## config.mk

```make
export PLATFORM = sky130hd
export DESIGN_NAME = psum_gather16
export DESIGN_NICKNAME = d
export VERILOG_FILES = /design/src/rtl/psum_gather16.sv
export SDC_FILE = /design/constraint.sdc
export NUM_CORES = 1
export LEC_CHECK = 0
export BUFFER_PORTS_ARGS = -buffer_cell sky130_fd_sc_hd__buf_4
export CORE_ASPECT_RATIO = 0.6
export CORE_MARGIN = 3
export CORE_UTILIZATION = 52
export DETAILED_ROUTE_END_ITERATION = 12
export PLACE_DENSITY = 0.8
export REMOVE_ABC_BUFFERS = 1
export SLEW_MARGIN = 20
export SYNTH_ARGS = -nofsm -noshare
export SYNTH_HDL_FRONTEND = slang
export SYNTH_SLANG_ARGS = --single-unit
```

## constraint.sdc

```tcl
create_clock -name clk -period 2.3 [get_ports clk]
set_clock_uncertainty 0.05 [all_clocks]
set_input_delay 0.23 -clock clk [delete_from_list [all_inputs] [get_ports clk]]
set_output_delay 0.23 -clock clk [all_outputs]
set_load 0.05 [all_outputs]
```

## src/rtl/psum_gather16.sv

```systemverilog
// psum_gather16: producer side of the 16-lane signed partial-sum adder tree.
// Packs one signed partial sum per accepted beat into a 16-lane vector. The
// vector is held stable on tree_in for TREE_LATENCY cycles. The tree result is
// then captured and offered on a valid/ready output.
//
// Optional build macro: PSUM_GATHER_ACCUM_EN
//   When it is defined, a wrapping accumulator sums the tree results of full
//   16-beat groups. Only a group that ends with in_last produces an output,
//   and that output is the running total. When it is undefined, every group
//   produces one output.
module psum_gather16 #(
    parameter int WIDTH_IN     = 8,
    parameter int TREE_LATENCY = 2
) (
    input  logic                       clk,
    input  logic                       rst_n,
    input  logic                       in_valid,
    output logic                       in_ready,
    input  logic signed [WIDTH_IN+10:0] in_data,
    input  logic                       in_last,
    output logic signed [WIDTH_IN+10:0] tree_in [15:0],
    input  logic signed [WIDTH_IN+10:0] tree_out,
    output logic                       out_valid,
    output logic signed [WIDTH_IN+10:0] out_data,
    input  logic                       out_ready
);

    localparam int W = WIDTH_IN + 11;
    localparam logic [3:0] LAT_LAST = 4'(TREE_LATENCY);

    typedef enum logic [1:0] {
        ST_FILL,
        ST_WAIT,
        ST_DONE
    } state_t;

    state_t     state;
    logic [3:0] count;
    logic [3:0] lat_cnt;
    logic       accept;

`ifdef PSUM_GATHER_ACCUM_EN
    logic signed [W-1:0] acc;
    logic                grp_last;
`endif

    // NOTE: in_ready is decoded from the state and gated with rst_n. This
    // keeps the upstream stage from seeing a ready while reset is held.
    assign in_ready = rst_n && (state == ST_FILL);
    assign accept   = in_valid && in_ready;

    // Group sequencing: fill lanes, hold for the tree, capture, hand off.
    always_ff @(posedge clk or negedge rst_n) begin
        if (!rst_n) begin
            state     <= ST_FILL;
            count     <= '0;
            lat_cnt   <= '0;
            out_valid <= 1'b0;
            out_data  <= '0;
            // NOTE: the lane registers drive the adder tree directly, so they
            // are reset like any other state rather than treated as memory.
            for (int i = 0; i < 16; i++) begin
                tree_in[i] <= '0;
            end
`ifdef PSUM_GATHER_ACCUM_EN
            acc      <= '0;
            grp_last <= 1'b0;
`endif
        end else begin
            case (state)
                ST_FILL: begin
                    if (accept) begin
                        // Write this beat into its lane. A closing in_last
                        // zero-fills the lanes above it.
                        for (int i = 0; i < 16; i++) begin
                            if (4'(i) == count) begin
                                tree_in[i] <= in_data;
                            end else if (in_last && (4'(i) > count)) begin
                                tree_in[i] <= '0;
                            end
                        end
                        count <= count + 4'd1;
                        if (in_last || (count == 4'd15)) begin
                            state   <= ST_WAIT;
                            lat_cnt <= '0;
`ifdef PSUM_GATHER_ACCUM_EN
                            grp_last <= in_last;
`endif
                        end
                    end
                end

                ST_WAIT: begin
                    lat_cnt <= lat_cnt + 4'd1;
                    if ((lat_cnt + 4'd1) == LAT_LAST) begin
                        lat_cnt <= '0;
`ifdef PSUM_GATHER_ACCUM_EN
                        if (grp_last) begin
                            out_data  <= acc + tree_out;
                            acc       <= '0;
                            out_valid <= 1'b1;
                            state     <= ST_DONE;
                        end else begin
                            // Full group without in_last: fold it into the
                            // running total and start the next group.
                            acc   <= acc + tree_out;
                            count <= '0;
                            for (int i = 0; i < 16; i++) begin
                                tree_in[i] <= '0;
                            end
                            state <= ST_FILL;
                        end
`else
                        out_data  <= tree_out;
                        out_valid <= 1'b1;
                        state     <= ST_DONE;
`endif
                    end
                end

                ST_DONE: begin
                    if (out_valid && out_ready) begin
                        out_valid <= 1'b0;
                        count     <= '0;
                        for (int i = 0; i < 16; i++) begin
                            tree_in[i] <= '0;
                        end
                        state <= ST_FILL;
                    end
                end

                default: begin
                    state <= ST_FILL;
                end
            endcase
        end
    end

endmodule
```

==> impl_metrics.env <==
export IMPL_endpoint_kind="register"
export IMPL_row_count=43
export IMPL_die_h_um=128
export IMPL_p_leak_nw=8.31
export IMPL_period_share_pct=93.9
export IMPL_gp_congestion=0.865
export IMPL_grt_pass1_wl_um=65600
export IMPL_synth_distinct_cells=51
export IMPL_seqCellArea_um2=8360
export IMPL_violations="hold timing"
export IMPL_cts_buffer_depth=3
export IMPL_post_route_util_pct=73.4
export IMPL_cp_cell_sequence="ha_1 > nor4b_1 > o21ba_2 > buf_12 > mux2_2"
export IMPL_synth_area_um2=12800
export IMPL_place_inst=1546
export IMPL_synthTopCellsByArea="dfrtp_1 (65%), o2bb2ai_1 (19%), mux2_2 (1.5%)"
export IMPL_remaining_drc_errors=0
export IMPL_port_buffers=367
export IMPL_dpl_cell_area_um2=15900
export IMPL_critical_path_max_fanout=21
export IMPL_dr_pass1_iters=5
export IMPL_dieWidth_um=209
export IMPL_layout_cells_non_filler=1642
export IMPL_synth_top_cell_by_area="dfrtp_1"
export IMPL_start_util_pct=54.2
export IMPL_hp_class="primary input to asynchronous set/reset pin"
export IMPL_hold_viol=334
export IMPL_worstSkewPairLatency_ns=0.56
export IMPL_ys_top_cells_by_count="dfrtp_1 (334), o2bb2ai_1 (285), nand2_1 (36), buf_2 (34), clkbuf_1 (27)"
export IMPL_fin_crit_ns=2.16
export IMPL_wl_per_cell_um=26.2
export IMPL_rsz0062_at_grt="false"
export IMPL_slew_violations=0
export IMPL_h_tree_depth=1
export IMPL_hold_ws_ns=-0.256
export IMPL_startpoint_type="register"
export IMPL_ys_flop_type="dfrtp_1"
export IMPL_status="finished with violations"
export IMPL_synth_area_per_cell_um2=14.2
export IMPL_synthArstFlopShare_pct=100
export IMPL_synth_seq_area_share_pct=65.1
export IMPL_nets=1350
export IMPL_setup_viol=0
export IMPL_core_area_um2=23700
export IMPL_synth_edf_count=0
export IMPL_slew_headroom_pct=34.4
export IMPL_drive_gt1_share_pct=38.4
export IMPL_cts_tree="built"
export IMPL_crit_type="register to register"
export IMPL_worstPathArrival_ns=2.54
export IMPL_synth_top_cell_area_share_pct=65.1
export IMPL_vias=10200
export IMPL_multiInputGateArea_um2=3950
export IMPL_drt_total_wl_um=43100
export IMPL_clkSinkCount=334
export IMPL_vias_per_cell=6.22
export IMPL_synth_cells=901
export IMPL_hold_buffers=39
export IMPL_clk_pin_slew_ns=0.07
export IMPL_fin_area_um2=17400
export IMPL_cp_slowest_cell="nor4b_1"
export IMPL_cts_made_buffers=30
export IMPL_drt_iter0_markers=983
export IMPL_maxCapViolations=0
export IMPL_grtUsageTotal_pct=32.0
export IMPL_critical_path_max_stage_delay_ns=0.50
export IMPL_fmax_ghz=0.463
export IMPL_synth_seq_cells=334
export IMPL_cellPowerDensity_nw_per_um2=1300
export IMPL_dp_hpwl_um=28200
export IMPL_irDropWorstVdd_v=0.000969
export IMPL_synth_warnings=0
export IMPL_required_ns=2.69
export IMPL_first_global_vias=10200
export IMPL_overflow=0
export IMPL_cts_root_buf="clkbuf_16"
export IMPL_worstMarginPinSlew_ns=0.984
export IMPL_yosysMostFrequentCell="dfrtp_1"
export IMPL_antenna_found_initial=1
export IMPL_fill_cells=1506
export IMPL_die_area_um2=26700
export IMPL_drt_antenna_violating_nets=0
export IMPL_io_pins=368
export IMPL_syn_to_final_growth_pct=35.4
export IMPL_grt_start_max_net_pins=180
## metal layers
metal	track usage, %	up-vias	part of all wire (%)
li1	-	4266	-
met1	44.8	5246	40
met2	47.8	619	44
met3	12.4	82	13
met4	7.99	0	2.7
met5	0	-	0
## cells in the final DEF (no fill, tap or decap), types with 3 or more instances in the layout
| cell type | netlist | routed |
|---|---|---|
| dfrtp_1 | 334 | 334 |
| nand2b_1 | 3 | 3 |
| a21oi_1 | 11 | 11 |
| buf_12 | 0 | 6 |
| clkbuf_8 | 0 | 8 |
| ha_1 | 5 | 5 |
| mux2_2 | 17 | 17 |
| and2_1 | 4 | 4 |
| nand2_4 | 4 | 4 |
| clkinvlp_4 | 0 | 3 |
| nand2_1 | 36 | 36 |
| buf_4 | 10 | 408 |
| clkbuf_16 | 0 | 31 |
| clkinv_2 | 0 | 5 |
| inv_1 | 6 | 6 |
| o21ai_4 | 6 | 7 |
| o21ai_2 | 4 | 3 |
| bufinv_16 | 0 | 3 |
| nand3_1 | 23 | 23 |
| clkbuf_1 | 27 | 3 |
| dlygate4sd3_1 | 0 | 39 |
| a21o_1 | 4 | 4 |
| o21ai_0 | 12 | 12 |
| a32o_1 | 19 | 19 |
| o2bb2ai_1 | 285 | 285 |
| inv_6 | 0 | 3 |
| nor2_1 | 6 | 6 |
## worst paths after layout
kind | startpoint | endpoint | slack, ns | cells past startpoint
min in group clk | rst_n | count[3] | 0.15 | 5
setup reg to reg | lat_cnt[0] | out_data[13] | 0.14 | 5
max in group asynchronous | rst_n | tree_in[221] | 1.67 | 2
hold / removal | rst_n | tree_in[5] | -0.26 | 2
setup / recovery | lat_cnt[0] | out_data[13] | 0.14 | 5
hold reg to reg | tree_in[48] | tree_in[48] | 0.44 | 1
## layout make-up
cell class	instances	share of cell area, %
multi-input cells	476	22.7
repair buffers	454	20.6
clock inverters	14	0.943
diodes	1	0.0144
flip-flops and latches	334	48.1
inverters	6	0.130
well taps	315	2.27
clock buffers	42	5.16
## report_power, final
group / switching [mW] / internal (mW)
clock network: 2.24 / 3.07
registers: 0.879 / 7.04
logic: 6.58 / 2.82
## kinds of logic after synthesis
kind of cell / Yosys count / share of synthesized area [%]
flops: 334 / 65.1
mux: 21 / 1.82
simple gates: 95 / 4.23
fa+ha+maj: 5 / 0.488
buf+inv: 91 / 4.13
compound gates: 355 / 24.2
## critical path: cells and delay by family (launching register included)
| family | cells | cell delay [ns] |
|---|---|---|
| multiplexers | 1 | 0.36 |
| buffers and inverters | 1 | 0.17 |
| adder cells (fa/ha/maj) | 1 | 0.27 |
| AND/OR/NAND/NOR | 1 | 0.50 |
| flip-flops | 1 | 0.44 |
| AO/OA/AOI/OAI | 1 | 0.25 |
## stage by stage
stage                     TNS [ns]  setup slack [ns]  power (mW)
after global routing             0            0.0297        23.4
after detailed placement         0             0.161        17.3
final                            0             0.141        22.6
after CTS                        0             0.146        22.6
after floorplan            -153.87            -0.818        13.8
after global placement           0             0.277        17.1
## what timing repair did
item                                   in CTS  in global routing
setup buffers                               0                  0
gates resized for setup                     0                  0
endpoints found under the hold margin     442                334
## registers in the layout (all words and copies together) (netlist names)
| register | count |
|---|---|
| count | 4 |
| lat_cnt | 4 |
| out_data | 19 |
| out_valid | 1 |
| state | 2 |
| tree_in | 304 |
Note: power is estimated with default switching activity, not from simulation.
